`config.mk`:
```
export PLATFORM = sky130hd
export DESIGN_NAME = alu_flat
export DESIGN_NICKNAME = d
export VERILOG_FILES = /design/src/rtl/alu_if.sv /design/src/rtl/alu.sv /design/src/flat_wrapper.sv
export SDC_FILE = /design/constraint.sdc
export NUM_CORES = 1
export LEC_CHECK = 0
export ABC_AREA = 1
export CAP_MARGIN = 20
export CORE_ASPECT_RATIO = 0.8
export CORE_MARGIN = 3
export CORE_UTILIZATION = 23
export CTS_BUF_LIST = sky130_fd_sc_hd__clkbuf_8
export CTS_CLUSTER_DIAMETER = 40
export DETAILED_ROUTE_END_ITERATION = 7
export GPL_ROUTABILITY_DRIVEN = 1
export GPL_TIMING_DRIVEN = 0
export PLACE_DENSITY = 0.46
export SLEW_MARGIN = 20
export SYNTH_ARGS = -nofsm -noshare
export SYNTH_HDL_FRONTEND = slang
export SYNTH_SLANG_ARGS = --single-unit
```
`constraint.sdc`:
```
create_clock -name clk -period 1.4 [get_ports clk]
set_input_delay 0.42 -clock clk [delete_from_list [all_inputs] [get_ports clk]]
set_output_delay 0.42 -clock clk [all_outputs]
set_load 0.01 [all_outputs]
```
`src/rtl/alu_if.sv`:
```
// Operand/result bundle between the datapath and the ALU.
// master drives a, b, opcode; slave drives result and flags.
interface alu_if;
   logic [15:0] a;
   logic [15:0] b;
   logic [3:0]  opcode;
   logic [15:0] result;
   logic        zero;
   logic        negative;
   logic        carryout;
   logic        overflow;

   modport master (
      output a, b, opcode,
      input  result, zero, negative, carryout, overflow
   );

   modport slave (
      input  a, b, opcode,
      output result, zero, negative, carryout, overflow
   );
endinterface

```
`src/rtl/alu.sv`:
```
// 16-bit signed ALU, one registered stage, 14 opcodes plus flags.
// Ports: clk, rst_n (async low), bus (alu_if.slave: a, b, opcode in; result, flags out).
module alu (
   input  logic   clk,
   input  logic   rst_n,
   alu_if.slave   bus
);

   localparam logic [3:0] OP_AND  = 4'b0000;
   localparam logic [3:0] OP_OR   = 4'b0001;
   localparam logic [3:0] OP_XOR  = 4'b0010;
   localparam logic [3:0] OP_NOR  = 4'b0011;
   localparam logic [3:0] OP_NAND = 4'b0100;
   localparam logic [3:0] OP_NOT  = 4'b0101;
   localparam logic [3:0] OP_ADD  = 4'b0110;
   localparam logic [3:0] OP_SUB  = 4'b0111;
   localparam logic [3:0] OP_SLT  = 4'b1000;
   localparam logic [3:0] OP_MULT = 4'b1001;
   localparam logic [3:0] OP_DIV  = 4'b1010;
   localparam logic [3:0] OP_MOD  = 4'b1011;
   localparam logic [3:0] OP_SLA  = 4'b1100;
   localparam logic [3:0] OP_SRA  = 4'b1101;

   logic signed [15:0] sa;
   logic signed [15:0] sb;
   logic signed [15:0] dsr;
   logic signed [31:0] prod;
   logic signed [15:0] quo;
   logic signed [15:0] rem;
   logic        [16:0] sum17;
   logic        [15:0] diff;
   logic               b_zero;
   logic               min_neg1;

   logic [15:0] r_nxt;
   logic        c_nxt;
   logic        v_nxt;

   logic [15:0] r_q;
   logic        z_q;
   logic        n_q;
   logic        c_q;
   logic        v_q;

   assign sa       = bus.a;
   assign sb       = bus.b;
   assign b_zero   = (bus.b == 16'h0000);
   assign min_neg1 = (bus.a == 16'h8000) && (bus.b == 16'hFFFF);

   // Substitute a harmless divisor so the divider never sees 0
   // or the one quotient that does not fit; those cases are
   // overridden below anyway.
   assign dsr  = (b_zero || min_neg1) ? 16'sd1 : sb;
   assign quo  = sa / dsr;
   assign rem  = sa % dsr;
   assign prod = sa * sb;

   assign sum17 = {1'b0, bus.a} + {1'b0, bus.b};
   assign diff  = bus.a - bus.b;

   always_comb begin
      r_nxt = 16'h0000;
      c_nxt = 1'b0;
      v_nxt = 1'b0;
      case (bus.opcode)
         OP_AND:  r_nxt = bus.a & bus.b;
         OP_OR:   r_nxt = bus.a | bus.b;
         OP_XOR:  r_nxt = bus.a ^ bus.b;
         OP_NOR:  r_nxt = ~(bus.a | bus.b);
         OP_NAND: r_nxt = ~(bus.a & bus.b);
         OP_NOT:  r_nxt = ~bus.a;
         OP_ADD: begin
            r_nxt = sum17[15:0];
            c_nxt = sum17[16];
            v_nxt = (bus.a[15] == bus.b[15]) &&
                    (sum17[15] != bus.a[15]);
         end
         OP_SUB: begin
            r_nxt = diff;
            c_nxt = (bus.a < bus.b);
            v_nxt = (bus.a[15] != bus.b[15]) &&
                    (diff[15] != bus.a[15]);
         end
         OP_SLT:  r_nxt = {15'd0, (sa < sb)};
         OP_MULT: begin
            r_nxt = prod[15:0];
            // Fits in 16 signed bits only if bits 31..15 agree.
            v_nxt = (prod[31:15] != {17{prod[15]}});
         end
         OP_DIV: begin
            if (b_zero) begin
               r_nxt = 16'h0000;
               v_nxt = 1'b1;
            end else if (min_neg1) begin
               r_nxt = 16'h8000;
               v_nxt = 1'b1;
            end else begin
               r_nxt = quo;
            end
         end
         OP_MOD: begin
            if (b_zero) begin
               r_nxt = bus.a;
               v_nxt = 1'b1;
            end else if (min_neg1) begin
               r_nxt = 16'h0000;
            end else begin
               r_nxt = rem;
            end
         end
         OP_SLA:  r_nxt = {bus.a[11:0], 4'b0000};
         OP_SRA:  r_nxt = {{4{bus.a[15]}}, bus.a[15:4]};
         default: r_nxt = 16'h0000;
      endcase
   end

   always_ff @(posedge clk or negedge rst_n) begin
      if (!rst_n) begin
         r_q <= 16'h0000;
         z_q <= 1'b1;
         n_q <= 1'b0;
         c_q <= 1'b0;
         v_q <= 1'b0;
      end else begin
         r_q <= r_nxt;
         z_q <= (r_nxt == 16'h0000);
         n_q <= r_nxt[15];
         c_q <= c_nxt;
         v_q <= v_nxt;
      end
   end

   assign bus.result   = r_q;
   assign bus.zero     = z_q;
   assign bus.negative = n_q;
   assign bus.carryout = c_q;
   assign bus.overflow = v_q;

endmodule

```
`src/flat_wrapper.sv`:
```
// flat-port wrapper written by rule: the top's interface ports become plain ports
module alu_flat 
  (clk, rst_n, bus_a, bus_b, bus_opcode, bus_result, bus_zero, bus_negative, bus_carryout, bus_overflow);
  alu_if bus_i ();
  input  logic clk;
  input  logic rst_n;
  input wire logic [$bits(bus_i.a)-1:0] bus_a;
  input wire logic [$bits(bus_i.b)-1:0] bus_b;
  input wire logic [$bits(bus_i.opcode)-1:0] bus_opcode;
  output wire logic [$bits(bus_i.result)-1:0] bus_result;
  output wire logic [$bits(bus_i.zero)-1:0] bus_zero;
  output wire logic [$bits(bus_i.negative)-1:0] bus_negative;
  output wire logic [$bits(bus_i.carryout)-1:0] bus_carryout;
  output wire logic [$bits(bus_i.overflow)-1:0] bus_overflow;
  assign bus_i.a = bus_a;
  assign bus_i.b = bus_b;
  assign bus_i.opcode = bus_opcode;
  assign bus_result = bus_i.result;
  assign bus_zero = bus_i.zero;
  assign bus_negative = bus_i.negative;
  assign bus_carryout = bus_i.carryout;
  assign bus_overflow = bus_i.overflow;
  alu u_core (.clk(clk), .rst_n(rst_n), .bus(bus_i));
endmodule
```
==> impl_metrics.json <==
{
  "status": "finished, violations left",
  "violations": "negative setup slack",
  "path_clk_slew_ns": 0.07,
  "synthAdderAreaFrac_pct": 37.4,
  "fin_ws_ns": -26.49,
  "synth_top_family_by_area": "adder cells",
  "cp_slowest_cell": "clkbuf_1",
  "synth_xor_area_share_pct": 4.51,
  "drv_cap": 0,
  "ctsHoldBuffers": 0,
  "port_buffers": 57,
  "drtAntennaViolNets": 0,
  "cp.required_ns": 1.60,
  "crit_path_end_kind": "flip-flop",
  "synth-async-reset-ratio_pct": 100,
  "slew_headroom_pct": 14.7,
  "setup_violations": 19,
  "synth_ff_type": "dfrtp_1",
  "final.min_clock_period_ns": 27.89,
  "cts_max_level": 1,
  "gp_congestion": 0.958,
  "p_per_area_nw_per_um2": 2360,
  "max_clock_freq_mhz": 35.8,
  "via_count": 24044,
  "first_global_vias": 22983,
  "final_util_pct": 32.7,
  "setup_tns_ns": -446.98,
  "synthDistinctLibCells": 73,
  "peakVddDrop_mv": 2.88,
  "grt_usage_pct": 17.2,
  "yosys_warnings": 0,
  "cpPeakStageDelay_ns": 0.89,
  "drt_iter0_drc": 2130,
  "pin_count": 58,
  "core_um2": 99500,
  "worst_pin_slew_ns": 1.28,
  "syn_inst": 3438,
  "routedWlPerCell_um": 17.9,
  "final_net_count": 4497,
  "critPathKind": "input port to flip-flop",
  "grt_first_pass_wirelength_um": 141000,
  "drive_above_1_share_pct": 31.3,
  "register_area_um2": 477,
  "syn-num-nets": 4013,
  "antenna_found_initial": 12,
  "muxShareOfSynthArea_pct": 0.102,
  "multiInputGateArea_um2": 22100,
  "drcViolationCount": 0,
  "hold_class": "input port to async pin",
  "die_h_um": 291,
  "dp_hpwl_um": 73200,
  "start_util_pct": 23.4,
  "hold_viol": 0,
  "clock_path_buffers": 2,
  "vias_per_cell": 4.59,
  "clock-root-buffer": "clkbuf_8",
  "syn-cell-area_um2": 23300,
  "clock_sinks": 19,
  "cts_tree": "yes",
  "synth-seq-cells": 19,
  "crit_fanout": 11,
  "finalCritPeriodShare_pct": 1990,
  "die_w_um": 362,
  "synth_compound_area_share_pct": 11.3,
  "nFillCells": 10624,
  "drtPass1Iterations": 6,
  "cpLargestDelayFamily": "simple AND/OR/NAND/NOR gates",
  "die_area_um2": 105000,
  "grt_max_degree": 20,
  "drv_slew": 0,
  "startpoint_type": "input port",
  "synth_edf_count": 0,
  "rsz0062_at_grt": "yes",
  "critPathMostFrequentCell": "buf_4",
  "num_rows": 103,
  "worstPathArrival_ns": 28.09,
  "critPathBufInv": 57,
  "avgSynthCellArea_um2": 6.77,
  "numCtsBuffers": 3,
  "leakagePower_nw": 16.7,
  "globalRouteOverflowTotal": 0,
  "synth-simple-area-share_pct": 28.5,
  "area_growth_pct": 39.7,
  "ys_seq_area_share_pct": 2.05,
  "routed_wirelength_um": 93700
}
-- report_power, final --
part	switching [W]	internal, W	leakage (nW)
clock	0.000178	0.000195	0.0269
sequential	0.0000548	0.000722	0.237
combinational	0.0426	0.0331	16.5
-- final timing paths --
check	from	to	depth (start not counted)
max	bus_a[15]	u_core.bus.zero	202
min	rst_n	u_core.bus.overflow	1
min in group clk	bus_a[2]	u_core.bus.result[2]	4
max in group asynchronous	rst_n	u_core.bus.result[5]	1
-- repair_timing --
item | CTS | global route
gates cloned | 5 | 2
setup buffers | 346 | 70
endpoints found under the setup margin | 39 | 19
pin swaps | 223 | 217
resized for setup | 455 | 329
-- area by class of cell --
class | count | area share, %
sequential | 19 | 1.47
clock buffer | 3 | 0.127
clock inverter | 1 | 0.0115
timing repair buffer | 479 | 12.2
tap | 1312 | 5.05
inverter | 805 | 9.75
buffer | 102 | 3.37
multi-input combinational | 2512 | 68.0
antenna | 5 | 0.0385
-- logic make-up after synthesis --
family          Yosys count
compound gates          432
fa+ha+maj               537
simple gates           1421
mux                       2
buf+inv                 907
xor+xnor                120
flops                    19
-- per-layer routing --
metal  part of all wire [%]  wire (um)  GRT usage, %
met3                    9.1       8530          3.82
met1                     50      46900          27.1
met4                   0.94        884          1.45
met2                     40      37300          24.2
met5                  0.054         51             0
-- state kept, by name (all words and copies together) (netlist names) --
| name | count |
|---|---|
| u_core.bus.carryout | 1 |
| u_core.bus.negative | 1 |
| u_core.bus.overflow | 1 |
| u_core.bus.result | 15 |
| u_core.bus.zero | 1 |
-- stage by stage --
stage / total power (W) / hold slack [ns] / worst slack [ns] / std cells / area (um2)
floorplan: 0.0509 / 0.124 / -24.73 / 3438 / 24200
global placement: 0.0615 / 0.943 / -31.07 / 4807 / 26400
detailed placement: 0.0618 / 0.947 / -31.11 / 4807 / 26400
CTS: 0.0687 / 0.676 / -26.11 / 5162 / 30800
global route: 0.0839 / 0.715 / -28.20 / 5234 / 32500
finish: 0.0769 / 0.632 / -26.49 / 5238 / 32500
-- cells in the mapped netlist, drive strengths merged (2+ instances only) --
| library cell | n | area share (%) |
|---|---|---|
| o311ai | 3 | 0.11 |
| or4 | 2 | 0.064 |
| nand2b | 2 | 0.054 |
| clkinv | 10 | 0.17 |
| mux2i | 2 | 0.10 |
| nor2 | 222 | 4.5 |
| nand4 | 28 | 0.78 |
| xnor2 | 47 | 1.8 |
| a2111oi | 8 | 0.30 |
| o31ai | 5 | 0.22 |
| inv | 795 | 13 |
| a21o | 19 | 0.61 |
| fa | 265 | 23 |
| nand3 | 230 | 6.1 |
| o21a | 8 | 0.26 |
| nand2 | 822 | 14 |
| o2111ai | 13 | 0.49 |
| nand3b | 12 | 0.40 |
| a211oi | 8 | 0.26 |
| a31oi | 10 | 0.27 |
| or2 | 43 | 1.2 |
| a211o | 2 | 0.075 |
| o22ai | 24 | 0.64 |
| xor2 | 73 | 2.7 |
| a221o | 2 | 0.086 |
| ha | 272 | 15 |
| a21boi | 7 | 0.23 |
| a41oi | 4 | 0.15 |
| clkbuf | 36 | 0.68 |
| a21oi | 158 | 3.4 |
| dfrtp | 18 | 1.9 |
| nor4 | 11 | 0.30 |
| o21ai | 108 | 2.4 |
| and2 | 8 | 0.22 |
| a221oi | 12 | 0.45 |
| o221ai | 3 | 0.11 |
| nor3 | 40 | 0.91 |
| o211ai | 18 | 0.58 |
| o21bai | 17 | 0.55 |
| buf | 65 | 2.3 |
-- layout by cell type (no fill, tap or decap), drive strengths merged, types with 8 or more instances in the layout --
cell type | synthesis | layout
and2 | 8 | 8
nor4 | 11 | 11
clkinv | 10 | 10
a2111oi | 8 | 8
clkbuf | 36 | 40
nor3 | 40 | 40
a21o | 19 | 19
o21bai | 17 | 17
a221oi | 12 | 12
o21ai | 108 | 108
o21a | 8 | 8
o2111ai | 13 | 13
o22ai | 24 | 24
nand3b | 12 | 12
buf | 65 | 504
nand2 | 822 | 822
xnor2 | 47 | 47
dlygate4sd2 | 0 | 21
a211oi | 8 | 8
dfrtp | 18 | 18
clkdlybuf4s15 | 0 | 14
inv | 795 | 789
or2 | 43 | 43
a31oi | 10 | 10
fa | 265 | 265
nand3 | 230 | 230
nand4 | 28 | 28
o211ai | 18 | 18
a21oi | 158 | 158
ha | 272 | 272
xor2 | 73 | 73
nor2 | 222 | 222
(Power assumes the default switching activity.)
